## config.mk

```make
export PLATFORM = sky130hd
export DESIGN_NAME = axil_lite_master_flat
export DESIGN_NICKNAME = d
export VERILOG_FILES = /design/src/rtl/axil_lite_master_if.sv /design/src/rtl/axil_lite_master.sv /design/src/flat_wrapper.sv
export SDC_FILE = /design/constraint.sdc
export NUM_CORES = 1
export LEC_CHECK = 0
export BUFFER_PORTS_ARGS = -buffer_cell sky130_fd_sc_hd__buf_4
export CAP_MARGIN = 0
export CORE_ASPECT_RATIO = 0.7
export CORE_MARGIN = 8
export CORE_UTILIZATION = 43
export CTS_CLUSTER_SIZE = 20
export DETAILED_ROUTE_END_ITERATION = 10
export GPL_TIMING_DRIVEN = 1
export PLACE_DENSITY_LB_ADDON = 0.05
export SYNTH_ARGS = -nofsm -noshare
export SYNTH_HDL_FRONTEND = slang
export SYNTH_SLANG_ARGS = --single-unit
```

## constraint.sdc

```tcl
create_clock -name m_axi_aclk -period 1.9 [get_ports m_axi_aclk]
set_input_delay 0.285 -clock m_axi_aclk [delete_from_list [all_inputs] [get_ports m_axi_aclk]]
set_output_delay 0.285 -clock m_axi_aclk [all_outputs]
set_load 0.01 [all_outputs]
```

## src/rtl/axil_lite_master_if.sv

```systemverilog
// Bundle for axil_lite_master: command/response channel, AXI4-Lite bus and error counter.
// The master modport is the initiator's view; slave is the view of everything around it.
interface axil_lite_master_if #(
   parameter int unsigned ADDR_W   = 32,
   parameter int unsigned DATA_W   = 32,
   parameter int unsigned ERRCNT_W = 8
) ();
   logic                  cmd_valid;
   logic                  cmd_ready;
   logic                  cmd_write;
   logic [ADDR_W-1:0]     cmd_addr;
   logic [DATA_W-1:0]     cmd_wdata;
   logic [DATA_W/8-1:0]   cmd_wstrb;

   logic                  rsp_valid;
   logic                  rsp_ready;
   logic                  rsp_write;
   logic [DATA_W-1:0]     rsp_rdata;
   logic [1:0]            rsp_resp;
   logic [ERRCNT_W-1:0]   err_cnt;

   logic [ADDR_W-1:0]     awaddr;
   logic [2:0]            awprot;
   logic                  awvalid;
   logic                  awready;
   logic [DATA_W-1:0]     wdata;
   logic [DATA_W/8-1:0]   wstrb;
   logic                  wvalid;
   logic                  wready;
   logic [1:0]            bresp;
   logic                  bvalid;
   logic                  bready;
   logic [ADDR_W-1:0]     araddr;
   logic [2:0]            arprot;
   logic                  arvalid;
   logic                  arready;
   logic [DATA_W-1:0]     rdata;
   logic [1:0]            rresp;
   logic                  rvalid;
   logic                  rready;

   modport master (
      input  cmd_valid, cmd_write, cmd_addr, cmd_wdata, cmd_wstrb, rsp_ready,
      input  awready, wready, bresp, bvalid, arready, rdata, rresp, rvalid,
      output cmd_ready, rsp_valid, rsp_write, rsp_rdata, rsp_resp, err_cnt,
      output awaddr, awprot, awvalid, wdata, wstrb, wvalid, bready,
      output araddr, arprot, arvalid, rready
   );

   modport slave (
      output cmd_valid, cmd_write, cmd_addr, cmd_wdata, cmd_wstrb, rsp_ready,
      output awready, wready, bresp, bvalid, arready, rdata, rresp, rvalid,
      input  cmd_ready, rsp_valid, rsp_write, rsp_rdata, rsp_resp, err_cnt,
      input  awaddr, awprot, awvalid, wdata, wstrb, wvalid, bready,
      input  araddr, arprot, arvalid, rready
   );
endinterface

```

## src/rtl/axil_lite_master.sv

```systemverilog
// AXI4-Lite initiator: one command in, one AXI4-Lite transaction out, one response back.
// Single transaction outstanding; non-OKAY responses are counted in a saturating counter.
module axil_lite_master #(
   parameter int unsigned ADDR_W   = 32,
   parameter int unsigned DATA_W   = 32,
   parameter int unsigned ERRCNT_W = 8
) (
   input logic                m_axi_aclk,
   input logic                m_axi_aresetn,
   axil_lite_master_if.master bus
);
   localparam int unsigned StrbW = DATA_W / 8;

   typedef enum logic [2:0] {StIdle, StWr, StWrB, StRdAr, StRdR, StRsp} state_e;

   state_e state_q, state_d;

   logic [ADDR_W-1:0]   addr_q;
   logic [DATA_W-1:0]   wdata_q;
   logic [StrbW-1:0]    wstrb_q;
   logic                aw_done_q, w_done_q;
   logic                rsp_write_q;
   logic [DATA_W-1:0]   rsp_rdata_q;
   logic [1:0]          rsp_resp_q;
   logic [ERRCNT_W-1:0] err_cnt_q;

   logic       cmd_hs, aw_hs, w_hs, b_hs, ar_hs, r_hs, rsp_hs;
   logic       rsp_latch;
   logic [1:0] new_resp;

   assign cmd_hs    = bus.cmd_valid && (state_q == StIdle);
   assign aw_hs     = bus.awvalid && bus.awready;
   assign w_hs      = bus.wvalid && bus.wready;
   assign b_hs      = bus.bready && bus.bvalid;
   assign ar_hs     = bus.arvalid && bus.arready;
   assign r_hs      = bus.rready && bus.rvalid;
   assign rsp_hs    = bus.rsp_valid && bus.rsp_ready;
   assign rsp_latch = b_hs || r_hs;
   assign new_resp  = b_hs ? bus.bresp : bus.rresp;

   always_ff @(posedge m_axi_aclk) begin
      if (!m_axi_aresetn) begin
         state_q <= StIdle;
      end else begin
         state_q <= state_d;
      end
   end

   always_comb begin
      state_d = state_q;
      unique case (state_q)
         StIdle:  if (cmd_hs) state_d = bus.cmd_write ? StWr : StRdAr;
         // Each channel may finish in an earlier cycle or in this one.
         StWr:    if ((aw_done_q || aw_hs) && (w_done_q || w_hs)) state_d = StWrB;
         StWrB:   if (b_hs) state_d = StRsp;
         StRdAr:  if (ar_hs) state_d = StRdR;
         StRdR:   if (r_hs) state_d = StRsp;
         StRsp:   if (rsp_hs) state_d = StIdle;
         default: state_d = StIdle;
      endcase
   end

   always_comb begin
      bus.cmd_ready = 1'b0;
      bus.awvalid   = 1'b0;
      bus.wvalid    = 1'b0;
      bus.bready    = 1'b0;
      bus.arvalid   = 1'b0;
      bus.rready    = 1'b0;
      bus.rsp_valid = 1'b0;
      unique case (state_q)
         StIdle: bus.cmd_ready = 1'b1;
         StWr: begin
            bus.awvalid = !aw_done_q;
            bus.wvalid  = !w_done_q;
         end
         StWrB:   bus.bready    = 1'b1;
         StRdAr:  bus.arvalid   = 1'b1;
         StRdR:   bus.rready    = 1'b1;
         StRsp:   bus.rsp_valid = 1'b1;
         default: ;
      endcase
   end

   always_ff @(posedge m_axi_aclk) begin
      if (!m_axi_aresetn) begin
         addr_q      <= '0;
         wdata_q     <= '0;
         wstrb_q     <= '0;
         aw_done_q   <= 1'b0;
         w_done_q    <= 1'b0;
         rsp_write_q <= 1'b0;
         rsp_rdata_q <= '0;
         rsp_resp_q  <= '0;
         err_cnt_q   <= '0;
      end else begin
         if (cmd_hs) begin
            addr_q    <= bus.cmd_addr;
            wdata_q   <= bus.cmd_wdata;
            wstrb_q   <= bus.cmd_wstrb;
            aw_done_q <= 1'b0;
            w_done_q  <= 1'b0;
         end
         if (aw_hs) aw_done_q <= 1'b1;
         if (w_hs)  w_done_q  <= 1'b1;
         if (b_hs) begin
            rsp_write_q <= 1'b1;
            rsp_rdata_q <= '0;
            rsp_resp_q  <= bus.bresp;
         end
         if (r_hs) begin
            rsp_write_q <= 1'b0;
            rsp_rdata_q <= bus.rdata;
            rsp_resp_q  <= bus.rresp;
         end
         if (rsp_latch && (new_resp != 2'b00) && (err_cnt_q != '1)) begin
            err_cnt_q <= err_cnt_q + 1'b1;
         end
      end
   end

   assign bus.awaddr    = addr_q;
   assign bus.araddr    = addr_q;
   assign bus.awprot    = 3'b000;
   assign bus.arprot    = 3'b000;
   assign bus.wdata     = wdata_q;
   assign bus.wstrb     = wstrb_q;
   assign bus.rsp_write = rsp_write_q;
   assign bus.rsp_rdata = rsp_rdata_q;
   assign bus.rsp_resp  = rsp_resp_q;
   assign bus.err_cnt   = err_cnt_q;
endmodule

```

## src/flat_wrapper.sv

```systemverilog
// flat-port wrapper written by rule: the top's interface ports become plain ports
module axil_lite_master_flat 
#(
   parameter int unsigned ADDR_W   = 32,
   parameter int unsigned DATA_W   = 32,
   parameter int unsigned ERRCNT_W = 8
)
  (m_axi_aclk, m_axi_aresetn, bus_cmd_valid, bus_cmd_write, bus_cmd_addr, bus_cmd_wdata, bus_cmd_wstrb, bus_rsp_ready, bus_awready, bus_wready, bus_bresp, bus_bvalid, bus_arready, bus_rdata, bus_rresp, bus_rvalid, bus_cmd_ready, bus_rsp_valid, bus_rsp_write, bus_rsp_rdata, bus_rsp_resp, bus_err_cnt, bus_awaddr, bus_awprot, bus_awvalid, bus_wdata, bus_wstrb, bus_wvalid, bus_bready, bus_araddr, bus_arprot, bus_arvalid, bus_rready);
  axil_lite_master_if #(.ADDR_W(ADDR_W), .DATA_W(DATA_W), .ERRCNT_W(ERRCNT_W)) bus_i ();
  input logic m_axi_aclk;
  input logic m_axi_aresetn;
  input wire logic [$bits(bus_i.cmd_valid)-1:0] bus_cmd_valid;
  input wire logic [$bits(bus_i.cmd_write)-1:0] bus_cmd_write;
  input wire logic [$bits(bus_i.cmd_addr)-1:0] bus_cmd_addr;
  input wire logic [$bits(bus_i.cmd_wdata)-1:0] bus_cmd_wdata;
  input wire logic [$bits(bus_i.cmd_wstrb)-1:0] bus_cmd_wstrb;
  input wire logic [$bits(bus_i.rsp_ready)-1:0] bus_rsp_ready;
  input wire logic [$bits(bus_i.awready)-1:0] bus_awready;
  input wire logic [$bits(bus_i.wready)-1:0] bus_wready;
  input wire logic [$bits(bus_i.bresp)-1:0] bus_bresp;
  input wire logic [$bits(bus_i.bvalid)-1:0] bus_bvalid;
  input wire logic [$bits(bus_i.arready)-1:0] bus_arready;
  input wire logic [$bits(bus_i.rdata)-1:0] bus_rdata;
  input wire logic [$bits(bus_i.rresp)-1:0] bus_rresp;
  input wire logic [$bits(bus_i.rvalid)-1:0] bus_rvalid;
  output wire logic [$bits(bus_i.cmd_ready)-1:0] bus_cmd_ready;
  output wire logic [$bits(bus_i.rsp_valid)-1:0] bus_rsp_valid;
  output wire logic [$bits(bus_i.rsp_write)-1:0] bus_rsp_write;
  output wire logic [$bits(bus_i.rsp_rdata)-1:0] bus_rsp_rdata;
  output wire logic [$bits(bus_i.rsp_resp)-1:0] bus_rsp_resp;
  output wire logic [$bits(bus_i.err_cnt)-1:0] bus_err_cnt;
  output wire logic [$bits(bus_i.awaddr)-1:0] bus_awaddr;
  output wire logic [$bits(bus_i.awprot)-1:0] bus_awprot;
  output wire logic [$bits(bus_i.awvalid)-1:0] bus_awvalid;
  output wire logic [$bits(bus_i.wdata)-1:0] bus_wdata;
  output wire logic [$bits(bus_i.wstrb)-1:0] bus_wstrb;
  output wire logic [$bits(bus_i.wvalid)-1:0] bus_wvalid;
  output wire logic [$bits(bus_i.bready)-1:0] bus_bready;
  output wire logic [$bits(bus_i.araddr)-1:0] bus_araddr;
  output wire logic [$bits(bus_i.arprot)-1:0] bus_arprot;
  output wire logic [$bits(bus_i.arvalid)-1:0] bus_arvalid;
  output wire logic [$bits(bus_i.rready)-1:0] bus_rready;
  assign bus_i.cmd_valid = bus_cmd_valid;
  assign bus_i.cmd_write = bus_cmd_write;
  assign bus_i.cmd_addr = bus_cmd_addr;
  assign bus_i.cmd_wdata = bus_cmd_wdata;
  assign bus_i.cmd_wstrb = bus_cmd_wstrb;
  assign bus_i.rsp_ready = bus_rsp_ready;
  assign bus_i.awready = bus_awready;
  assign bus_i.wready = bus_wready;
  assign bus_i.bresp = bus_bresp;
  assign bus_i.bvalid = bus_bvalid;
  assign bus_i.arready = bus_arready;
  assign bus_i.rdata = bus_rdata;
  assign bus_i.rresp = bus_rresp;
  assign bus_i.rvalid = bus_rvalid;
  assign bus_cmd_ready = bus_i.cmd_ready;
  assign bus_rsp_valid = bus_i.rsp_valid;
  assign bus_rsp_write = bus_i.rsp_write;
  assign bus_rsp_rdata = bus_i.rsp_rdata;
  assign bus_rsp_resp = bus_i.rsp_resp;
  assign bus_err_cnt = bus_i.err_cnt;
  assign bus_awaddr = bus_i.awaddr;
  assign bus_awprot = bus_i.awprot;
  assign bus_awvalid = bus_i.awvalid;
  assign bus_wdata = bus_i.wdata;
  assign bus_wstrb = bus_i.wstrb;
  assign bus_wvalid = bus_i.wvalid;
  assign bus_bready = bus_i.bready;
  assign bus_araddr = bus_i.araddr;
  assign bus_arprot = bus_i.arprot;
  assign bus_arvalid = bus_i.arvalid;
  assign bus_rready = bus_i.rready;
  axil_lite_master #(.ADDR_W(ADDR_W), .DATA_W(DATA_W), .ERRCNT_W(ERRCNT_W)) u_core (.m_axi_aclk(m_axi_aclk), .m_axi_aresetn(m_axi_aresetn), .bus(bus_i));
endmodule
```

==> key figures, run 1 <==
Status
  – Status: finished clean

Pwr
  – P per Cell Area: approximately 1300 nW/um^2
  – Combinational share of power: 31.4%
  – Int Pwr: 6.06 mW
  – Largest vdd supply drop: 0.681 mV
  – Overall power: between 8 and 9 mW
  – Clock network power share: approximately 33%
  – Leak: 3.17 nW
  – Sequential share of power: 35.4%
  – Sw power: approximately 2.8 mW
  – Switching Share: between 30% and 40%

Global route
  – Met1 usage: between 20% and 30%
  – First-pass GRT wire length: 23,200 um
  – Global-route usage over all layers: approximately 20%
  – Vias in the first global route: between 4,000 and 5,000
  – M2 GR Usage: around 34%
  – Met3 usage: 10.8%
  – Initial antenna violation count: 0
  – Remaining global-route overflow: 0
  – Gr busiest metal: met2
  – Largest net degree at the start of global routing: 60

Timing
  – Hold Violations, Final: 0
  – Peak Freq: approximately 550 MHz
  – Worst Slack Setup Final: 0.0808 ns
  – Unrepaired setup endpoints after global routing: no
  – Skew final: ~0.0064 ns
  – Crit share post-route: between 90% and 100%
  – Final Setup Violations: 0
  – Setup Total Neg Slack: 0 ns
  – Pins Over Slew Limit: 0
  – Minimum clock period: between 1.5 and 2 ns

Critical path
  – Worst Path Arrival: 1.53 ns
  – Crit path required time: about 1.6 ns
  – R2r worst-path depth: 4
  – Largest fanout on the critical path: 14
  – Crit path kind: reg -> out
  – Crit. End Element: primary output
  – Crit path launch type: register

Placed design
  – GP Congestion: 0.794
  – Placed cell area: between 6000 and 7000 um^2
  – Place WS: between 0.2 and 0.25 ns
  – DP Wirelength: 11,200 um
  – Number of I/O port buffers: approximately 260

Cells and area
  – Share of cells above drive strength 1: around two fifths
  – Fillers: roughly 850
  – P&R area growth vs syn: 52.6%
  – Diodes inserted: 0
  – Area of the multi-input gates: 1810 um^2
  – Post-route cell area: 6960 um^2
  – Nets: 885
  – Final core occ: around two thirds
  – FF+latch area: between 2000 and 2500 um^2

Floorplan
  – # rows: 31
  – Die ar.: 14,200 um^2
  – Initial Util: ~44%
  – Io pins: 270
  – CORE AREA: just over 10,000 um^2
  – Horiz. Die Dim: 139 um
  – Die H: 102 um

Route
  – DRC viols: 0
  – Drt pass-1 iters: 4
  – Initial drt markers: between 200 and 250
  – Routed WL: approximately 15,000 um
  – Via count: between 4,000 and 5,000
  – Vias per inst: between 4 and 5
  – Routed Antenna Nets: 0
  – Routed length per instance: between 15 and 20 um

Synth
  – Cells after Synth: 547
  – YS warnings: 0
  – Compound-cell area share of the yosys netlist: about 17%
  – Synth Area in Adders: less than 1%
  – Post-synthesis simple-gate area fraction: 20.1%
  – Sequential area share after synthesis: between 50% and 60%
  – Netlist Area Pre-Place: approximately 4600 um^2
  – XOR/XNOR share of the synthesized area: 0%
  – Distinct cells, synth: 40
  – Syn Area/Cell: about 8.3 um^2
  – Flops & latches, synth: 116
  – Main combinational cell family by area after synthesis: simple AND/OR/NAND/NOR gates
  – Mux cell area share after synthesis: 1.10%

Min path
  – Hold Crit Class: in -> reg
  – Hold depth: 3

Clock network
  – Htree depth: 4
  – Clk pin slew, worst setup/hold paths: about 0.050 ns
  – Hold_buf cts: 0
  – CTS tree: yes
  – Clock buffer depth: 2
  – Latest clock arrival within the worst-skew pair: 0.41 ns
  – Num CTS Buffers: 17
  – Root buffer cell: clkbuf_16
  – CTS sink count: roughly 120

Flow run
  – # Max-Cap Violations: 0
==> worst max-delay path, cell delays in order (launching register included) <==
cell,delay (ns)
dfxtp_2,0.39
or3b_4,0.46
nor2_4,0.15
buf_6,0.12
==> cells in the final DEF, fill, tap and decap left out, types with 3 or more instances in the layout <==
cell type and instances:
o21ai_0 4, a22oi_1 37, clkbuf_8 3, nor2b_1 5, clkbuf_16 17, nand2_1 145, dfxtp_1 113, buf_4 272
nand3_1 4, nor2_1 38, conb_1 6, and2_1 3, dfxtp_2 3, or4_1 3, clkbuf_1 3, mux2i_1 5
a21oi_1 76, clkinv_2 6
==> repair_timing <==
action,4_1_cts,5_1_grt
pin swaps,0,2
endpoints found under the setup margin,2,4
gates resized for setup,4,5
setup buffers,0,1
==> stage by stage <==
stage / hold slack (ns) / cells
6_report: 0.126 / 915
3_3_place_gp: 0.442 / 883
2_1_floorplan: 0.418 / 552
3_5_place_dp: 0.448 / 883
5_1_grt: 0.117 / 915
4_1_cts: 0.108 / 915
==> routing by layer <==
layer / vias up / wire, um
met4: 0 / 253
met1: 2089 / 5800
met2: 189 / 7290
met5: - / 0
li1: 2240 / -
met3: 21 / 1640
==> cell usage after synthesis <==
cell | instances | area [um^2]
a211o_1 | 1 | 8.76
a21oi_1 | 76 | 380
a22oi_1 | 37 | 278
a22oi_4 | 1 | 21.3
a311oi_1 | 1 | 8.76
and2_1 | 4 | 25.0
and3_1 | 1 | 6.26
and4bb_2 | 1 | 12.5
and4bb_4 | 1 | 16.3
buf_2 | 11 | 55.1
buf_4 | 41 | 308
buf_6 | 1 | 11.3
clkbuf_1 | 23 | 86.3
conb_1 | 1 | 3.75
dfxtp_1 | 116 | 2320
ha_1 | 1 | 12.5
inv_1 | 2 | 7.51
mux2i_1 | 5 | 50.1
nand2_1 | 146 | 548
nand2b_1 | 2 | 12.5
nand3_1 | 4 | 20.0
nand4_1 | 1 | 6.26
nor2_1 | 40 | 150
nor2_2 | 1 | 6.26
nor2b_1 | 5 | 31.3
nor3_2 | 1 | 10.0
o211a_1 | 1 | 10.0
o211ai_1 | 2 | 15.0
o21ai_0 | 4 | 20.0
o21bai_1 | 1 | 7.51
o22ai_1 | 1 | 6.26
o311ai_0 | 1 | 8.76
o31ai_1 | 2 | 15.0
o41ai_1 | 1 | 8.76
or2_2 | 2 | 12.5
or3_1 | 2 | 12.5
or3b_1 | 1 | 8.76
or3b_2 | 1 | 8.76
or4_1 | 3 | 22.5
or4b_1 | 1 | 10.0
==> registers in the layout (all words and copies together) (netlist names) <==
signal and count:
u_core.bus.wstrb 4, u_core.state_q 3, u_core.bus.rsp_rdata 32, u_core.bus.araddr 32
u_core.aw_done_q 1, u_core.w_done_q 1, u_core.bus.rsp_write 1, u_core.bus.rsp_resp 2
u_core.bus.wdata 32, u_core.bus.err_cnt 8
==> layout make-up <==
| type | instances | area share (%) |
|---|---|---|
| Clock buffer | 23 | 6.86 |
| Clock inverter | 9 | 1.13 |
| Inverter | 2 | 0.126 |
| Multi-Input combinational cell | 358 | 26.1 |
| Sequential cell | 116 | 33.4 |
| Tap cell | 132 | 2.37 |
| Timing Repair Buffer | 275 | 30.1 |
==> final timing paths <==
| path | start | endpoint | slack (ns) |
|---|---|---|---|
| setup / recovery | u_core.state_q[1]$_SDFFE_PN0P_ | bus_awvalid | 0.08 |
| hold / removal | bus_cmd_wdata[9] | u_core.bus.wdata[9]$_SDFFE_PN0P_ | 0.13 |
| setup reg to reg | u_core.state_q[1]$_SDFFE_PN0P_ | u_core.bus.err_cnt[6]$_SDFFE_PN0P_ | 0.24 |
| hold reg to reg | u_core.bus.wdata[21]$_SDFFE_PN0P_ | u_core.bus.wdata[21]$_SDFFE_PN0P_ | 0.45 |
==> power by group through the flow <==
stage / logic (mW) / clock network, mW / registers (mW)
after floorplan: 1.45 / 0 / 3.28
after global placement: 2.76 / 0 / 3.15
after detailed placement: 2.79 / 0 / 3.17
after CTS: 2.82 / 3.01 / 3.13
after global routing: 3.07 / 3.12 / 3.21
final: 2.79 / 2.96 / 3.15
==> cells by family after synthesis <==
| family | count (synthesis) |
|---|---|
| AO/OA/AOI/OAI | 129 |
| AND/OR/NAND/NOR | 217 |
| multiplexers | 5 |
| buffers and inverters | 78 |
| adder cells (fa/ha/maj) | 1 |
| other | 1 |
| flip-flops | 116 |
(Power assumes the default switching activity.)
==> run 2: changes to the inputs <==
==> constraint.sdc (replaced) <==
create_clock -name m_axi_aclk -period 2.06 [get_ports m_axi_aclk]
set_input_delay 0.309 -clock m_axi_aclk [delete_from_list [all_inputs] [get_ports m_axi_aclk]]
set_output_delay 0.309 -clock m_axi_aclk [all_outputs]
set_load 0.01 [all_outputs]
==> run 2 against run 1 <==
Critical path depth rose by 1. Critical endpoint unchanged. Utilization rose by 0.59 points. Clock skew rose by 0.0011 ns. Highest routed layer unchanged. Clock-buffer cell count fell by 1. Register-to-register slack improved by 0.10 ns. Sequential power fell by 7.9%. Cell area rose by 0.88%. Clock power rose by 5%. Via count fell by 1.3%.
==> key figures, run 2 (synthesis results as in run 1) <==
Cells and area
  – Diodes inserted: 0
  – Fin cells: between 900 and 1,000
  – P&R area growth vs syn: 53.9%
  – Nets: 886
  – Fillers: approximately 880
  – Commonest non-fill, non-tap cells in the layout: 274 x buf_4, 145 x nand2_1, 115 x dfxtp_1, 76 x a21oi_1, 38 x nor2_1
  – Share of cells above drive strength 1: between 40% and 50%
  – Most common cell after layout, fill and taps aside: buf_4
  – Post-route cell area: roughly 7000 um^2

Global route
  – Initial antenna violation count: 0
  – Largest net degree at the start of global routing: 62
  – Vias in the first global route: 4,516
  – First-pass GRT wire length: between 20,000 and 25,000 um
  – Global-route usage over all layers: 20.8%
  – Remaining global-route overflow: 0

Route
  – Routed WL: between 15,000 and 20,000 um
  – DRT met1 WL: between 5000 and 6000 um
  – Via count: roughly 4,500
  – Drt pass-1 iters: 4
  – Top sig layer: met4
  – Met3 WL post-DR: roughly 1700 um
  – Routed Antenna Nets: 0
  – Initial drt markers: 201
  – DRC viols: 0
  – Vias per inst: between 4 and 5
  – WL met2: about 7400 um
  – Routed length per instance: roughly 17 um

Floorplan
  – Horiz. Die Dim: around 140 um
  – Io pins: 270
  – # rows: 31
  – CORE AREA: between 10,000 and 15,000 um^2
  – Die ar.: 14,200 um^2
  – Initial Util: about 44%
  – Die H: between 100 and 150 um

Critical path
  – Crit path launch type: register
  – Crit-path leading delay family: simple AND/OR/NAND/NOR gates
  – Largest fanout on the critical path: 9
  – Crit path kind: reg -> out
  – CP Buf/Inv Count: 2
  – R2r worst-path depth: 5
  – Crit. End Element: primary output
  – Critical path depth in cells: 4
  – Slowest CP cell: or3b_4
  – CP most frequent cell: buf_4
  – Crit path largest cell delay: 0.41 ns
  – Crit-path cells: buf_4, or3b_4, nor2_2, buf_4
  – Crit path required time: 1.75 ns
  – Worst Path Arrival: about 1.6 ns

Timing
  – Worst Slack Setup Final: 0.116 ns
  – Skew final: 0.00743 ns
  – Peak Freq: 514 MHz
  – Unrepaired setup endpoints after global routing: no
  – Hold Violations, Final: 0
  – Setup Total Neg Slack: 0 ns
  – Crit share post-route: between 90% and 100%
  – Minimum clock period: 1.94 ns
  – Final Setup Violations: 0
  – Pins Over Slew Limit: 0

Clock network
  – Num CTS Buffers: 17
  – Htree depth: 4
  – Latest clock arrival within the worst-skew pair: ~0.40 ns
  – CTS tree: yes
  – CTS sink count: around 120
  – Root buffer cell: clkbuf_16
  – Setup bufs post-CTS: 0
  – Clk pin slew, worst setup/hold paths: roughly 0.050 ns
  – Clock buffer depth: 2

Status
  – Status: finished clean

Placed design
  – Placed cell area: ~6400 um^2
  – Placed cell count: ~880
  – GP Congestion: a little over 0.8
  – DP Wirelength: roughly 12,000 um
  – Number of I/O port buffers: 263
  – Place WS: 0.337 ns

Pwr
  – Largest vdd supply drop: approximately 0.74 mV
  – Leak: 3.21 nW
  – Sw power: 2.62 mW
  – Int Pwr: slightly below 6 mW
  – P per Cell Area: ~1200 nW/um^2
  – Clock network power share: about 36%
  – Switching Share: a little under a third
  – Sequential share of power: 33.9%
  – Overall power: about 8.6 mW
  – Combinational share of power: roughly 30%

Min path
  – Hold Crit Class: in -> reg
  – Hold depth: 3

Flow run
  – # Max-Cap Violations: 0
run 2: cell count changes in the layout (fill, tap and decap cells not counted), sizes merged:
cell | previous run | this run
clkinv | 7 | 6
clkbuf | 23 | 22
clkinvlp | 2 | 1
bufinv | 1 | 4
buf | 275 | 276
run 2: power by group through the flow:
stage | Clock (mW) | Sequential [mW] | Combinational, mW
2_1_floorplan | 0 | 3.02 | 1.34
3_3_place_gp | 0 | 2.91 | 2.52
3_5_place_dp | 0 | 2.94 | 2.56
4_1_cts | 3.16 | 2.90 | 2.57
5_1_grt | 3.27 | 2.96 | 2.78
6_report | 3.11 | 2.90 | 2.55
run 2: final cells by class:
class | instances | area, um^2 | share of cell area [%]
Inverter | 2 | 8.76 | 0.125
Sequential cell | 116 | 2320 | 33.1
Clock buffer | 22 | 474 | 6.75
Timing Repair Buffer | 276 | 2100 | 29.8
Tap cell | 132 | 165 | 2.35
Multi-Input combinational cell | 358 | 1800 | 25.7
Clock inverter | 10 | 153 | 2.17
run 2: repair_timing:
action,4_1_cts,5_1_grt
endpoints found under the setup margin,2,2
pin swaps,0,0
resized for setup,3,1
hold buffers,0,0
run 2: final timing paths:
kind | to | from | slack (ns)
worst min register to register | u_core.bus.wstrb[0]$_SDFFE_PN0P_ | u_core.bus.wstrb[0]$_SDFFE_PN0P_ | 0.45
worst min-delay path | u_core.bus.wdata[4]$_SDFFE_PN0P_ | bus_cmd_wdata[4] | 0.15
worst max-delay path | bus_awvalid | u_core.state_q[1]$_SDFFE_PN0P_ | 0.12
worst max register to register | u_core.bus.err_cnt[2]$_SDFFE_PN0P_ | u_core.state_q[2]$_SDFFE_PN0P_ | 0.34
run 2: per-layer routing:
layer	up-vias	global-route usage [%]
met5	-	0
met4	0	7.05
met3	17	11.5
met2	179	35.5
met1	2045	21.7
li1	2239	-
run 2: stage by stage:
stage / hold slack [ns] / util (%)
detailed placement: 0.447 / 61.7
finish: 0.154 / 67.8
global route: 0.147 / 67.8
global placement: 0.443 / 61.7
floorplan: 0.442 / -
CTS: 0.140 / 67.8
run 2: worst reg2reg max path, delay by kind of cell, from the launching register on:
| family | cells | cell delay, ns |
|---|---|---|
| AO/OA/AOI/OAI | 3 | 0.56 |
| flip-flops | 1 | 0.50 |
| buffers and inverters | 1 | 0.17 |
| AND/OR/NAND/NOR | 1 | 0.35 |
==> run 3: changes to the inputs <==
--- a/config.mk
+++ b/config.mk
@@ -10,9 +10,9 @@
 export CORE_ASPECT_RATIO = 0.7
 export CORE_MARGIN = 8
 export CORE_UTILIZATION = 43
+export CTS_BUF_LIST = sky130_fd_sc_hd__clkbuf_8 sky130_fd_sc_hd__clkbuf_16
 export CTS_CLUSTER_SIZE = 20
 export DETAILED_ROUTE_END_ITERATION = 10
-export GPL_TIMING_DRIVEN = 1
 export PLACE_DENSITY_LB_ADDON = 0.05
 export SYNTH_ARGS = -nofsm -noshare
 export SYNTH_HDL_FRONTEND = slang
==> run 3 against run 2 <==
Cell area unchanged. Non-clock buffer count unchanged. Maximum frequency about the same. Combinational power about the same. Register-to-register slack about the same. Critical endpoint unchanged. Highest routed layer unchanged.
==> key figures, run 3 (synthesis results as in run 1) <==
Status
  – Status: finished clean

Pwr
  – Combinational share of power: between 20% and 30%
  – Int Pwr: 5.93 mW
  – P per Cell Area: about 1200 nW/um^2
  – Clock network power share: a little over a third
  – Sequential share of power: around 34%
  – Sw power: about 2.6 mW
  – Leak: between 3 and 4 nW
  – Switching Share: between 30% and 40%
  – Largest vdd supply drop: roughly 0.74 mV

Clock network
  – Clock buffer depth: 2
  – Clk pin slew, worst setup/hold paths: roughly 0.050 ns
  – Htree depth: 4
  – Num CTS Buffers: 17
  – CTS sink count: between 100 and 150
  – Latest clock arrival within the worst-skew pair: 0.40 ns
  – CTS tree: yes
  – Setup bufs post-CTS: 0
  – Root buffer cell: clkbuf_16
  – Hold_buf cts: 0

Route
  – Initial drt markers: between 200 and 250
  – Routed Antenna Nets: 0
  – Routed length per instance: approximately 17 um
  – DRC viols: 0
  – Via count: ~4,500
  – Routed WL: around 15,000 um
  – Drt pass-1 iters: 4
  – Vias per inst: slightly below 5

Critical path
  – Crit-path leading delay family: simple AND/OR/NAND/NOR gates
  – Slowest CP cell: or3b_4
  – CP most frequent cell: buf_4
  – CP Buf/Inv Count: 2
  – Crit path largest cell delay: just over 0.4 ns
  – Crit-path cells: buf_4, or3b_4, nor2_2, buf_4
  – Crit path kind: reg -> out
  – Crit path required time: 1.75 ns
  – Crit. End Element: primary output
  – Largest fanout on the critical path: 9
  – Crit path launch type: register
  – Worst Path Arrival: roughly 1.6 ns

Timing
  – Pins Over Slew Limit: 0
  – Minimum clock period: 1.94 ns
  – Peak Freq: around 510 MHz
  – Worst Slack Setup Final: 0.116 ns
  – Crit share post-route: between 90 and 100%
  – Hold Violations, Final: 0
  – Final Setup Violations: 0
  – Unrepaired setup endpoints after global routing: no
  – Skew final: between 0.006 and 0.007 ns
  – Setup Total Neg Slack: 0 ns
  – Hold Worst Slack: roughly 0.15 ns

Cells and area
  – Most common cell after layout, fill and taps aside: buf_4
  – P&R area growth vs syn: 53.9%
  – Diodes inserted: 0
  – Nets: 886
  – Share of cells above drive strength 1: between 40% and 50%
  – Commonest non-fill, non-tap cells in the layout: 274 x buf_4, 145 x nand2_1, 115 x dfxtp_1, 76 x a21oi_1, 38 x nor2_1

Global route
  – Initial antenna violation count: 0
  – Vias in the first global route: about 4,500
  – Largest net degree at the start of global routing: 62
  – Remaining global-route overflow: 0
  – Global-route usage over all layers: about a fifth
  – First-pass GRT wire length: 23,500 um

Min path
  – Hold Crit Class: in -> reg

Floorplan
  – Die ar.: between 10,000 and 15,000 um^2
  – Die H: approximately 100 um
  – Io pins: 270
  – # rows: 31
  – CORE AREA: just over 10,000 um^2
  – Horiz. Die Dim: between 100 and 150 um
  – Initial Util: 44.1%

Flow run
  – # Max-Cap Violations: 0

Placed design
  – Number of I/O port buffers: around 260
  – Place WS: 0.337 ns
  – DP Wirelength: approximately 12,000 um
  – GP Congestion: approximately 0.81
-- run 3: metal layers --
layer / share of wire (%) / track usage [%] / wire [um] / vias to the layer above
li1: - / - / - / 2239
met5: 0 / 0 / 0 / -
met1: 38 / 21.7 / 5780 / 2053
met2: 49 / 35.5 / 7420 / 181
met4: 1.2 / 7.05 / 188 / 0
met3: 11 / 11.5 / 1740 / 17
-- run 3: path summary, 6_finish.rpt --
check / startpoint / end / slack [ns] / cells past startpoint
setup / recovery: u_core.state_q[1]$_SDFFE_PN0P_ / bus_awvalid / 0.12 / 4
hold reg to reg: u_core.bus.wstrb[0]$_SDFFE_PN0P_ / u_core.bus.wstrb[0]$_SDFFE_PN0P_ / 0.45 / 2
setup reg to reg: u_core.state_q[2]$_SDFFE_PN0P_ / u_core.bus.err_cnt[2]$_SDFFE_PN0P_ / 0.34 / 5
hold / removal: bus_cmd_wdata[3] / u_core.bus.wdata[3]$_SDFFE_PN0P_ / 0.15 / 3
-- run 3: timing repair --
action | CTS | global route
setup endpoints to repair | 2 | 2
resized for setup | 3 | 1
hold endpoints to repair | 0 | 0
-- run 3: per-stage QoR --
stage / std cells / utilization (%) / total power [mW] / area [um^2]
after floorplan: 552 / - / 4.36 / 4580
after global placement: 884 / 61.7 / 5.43 / 6390
after detailed placement: 884 / 61.7 / 5.50 / 6390
after CTS: 916 / 67.8 / 8.63 / 7020
after global routing: 916 / 67.8 / 9.00 / 7030
final: 916 / 67.8 / 8.55 / 7030
-- run 3: worst min-delay path: stages --
cell,delay (ns)
buf_4,0.11
nand2_1,0.04
a21oi_1,0.05
-- run 3: power by group through the flow --
| stage | logic (mW) | clock network (mW) | registers (mW) |
|---|---|---|---|
| 3_5_place_dp | 2.56 | 0 | 2.94 |
| 5_1_grt | 2.78 | 3.26 | 2.96 |
| 2_1_floorplan | 1.34 | 0 | 3.02 |
| 4_1_cts | 2.57 | 3.15 | 2.90 |
| 6_report | 2.54 | 3.10 | 2.90 |
| 3_3_place_gp | 2.52 | 0 | 2.91 |
-- run 3: cell type report --
| class | instances | area (um^2) |
|---|---|---|
| Sequential cell | 116 | 2320 |
| Clock inverter | 12 | 160 |
| Inverter | 2 | 8.76 |
| Tap cell | 132 | 165 |
| Timing Repair Buffer | 276 | 2100 |
| Fill cell | 879 | 3330 |
| Clock buffer | 20 | 467 |
| Multi-Input combinational cell | 358 | 1800 |
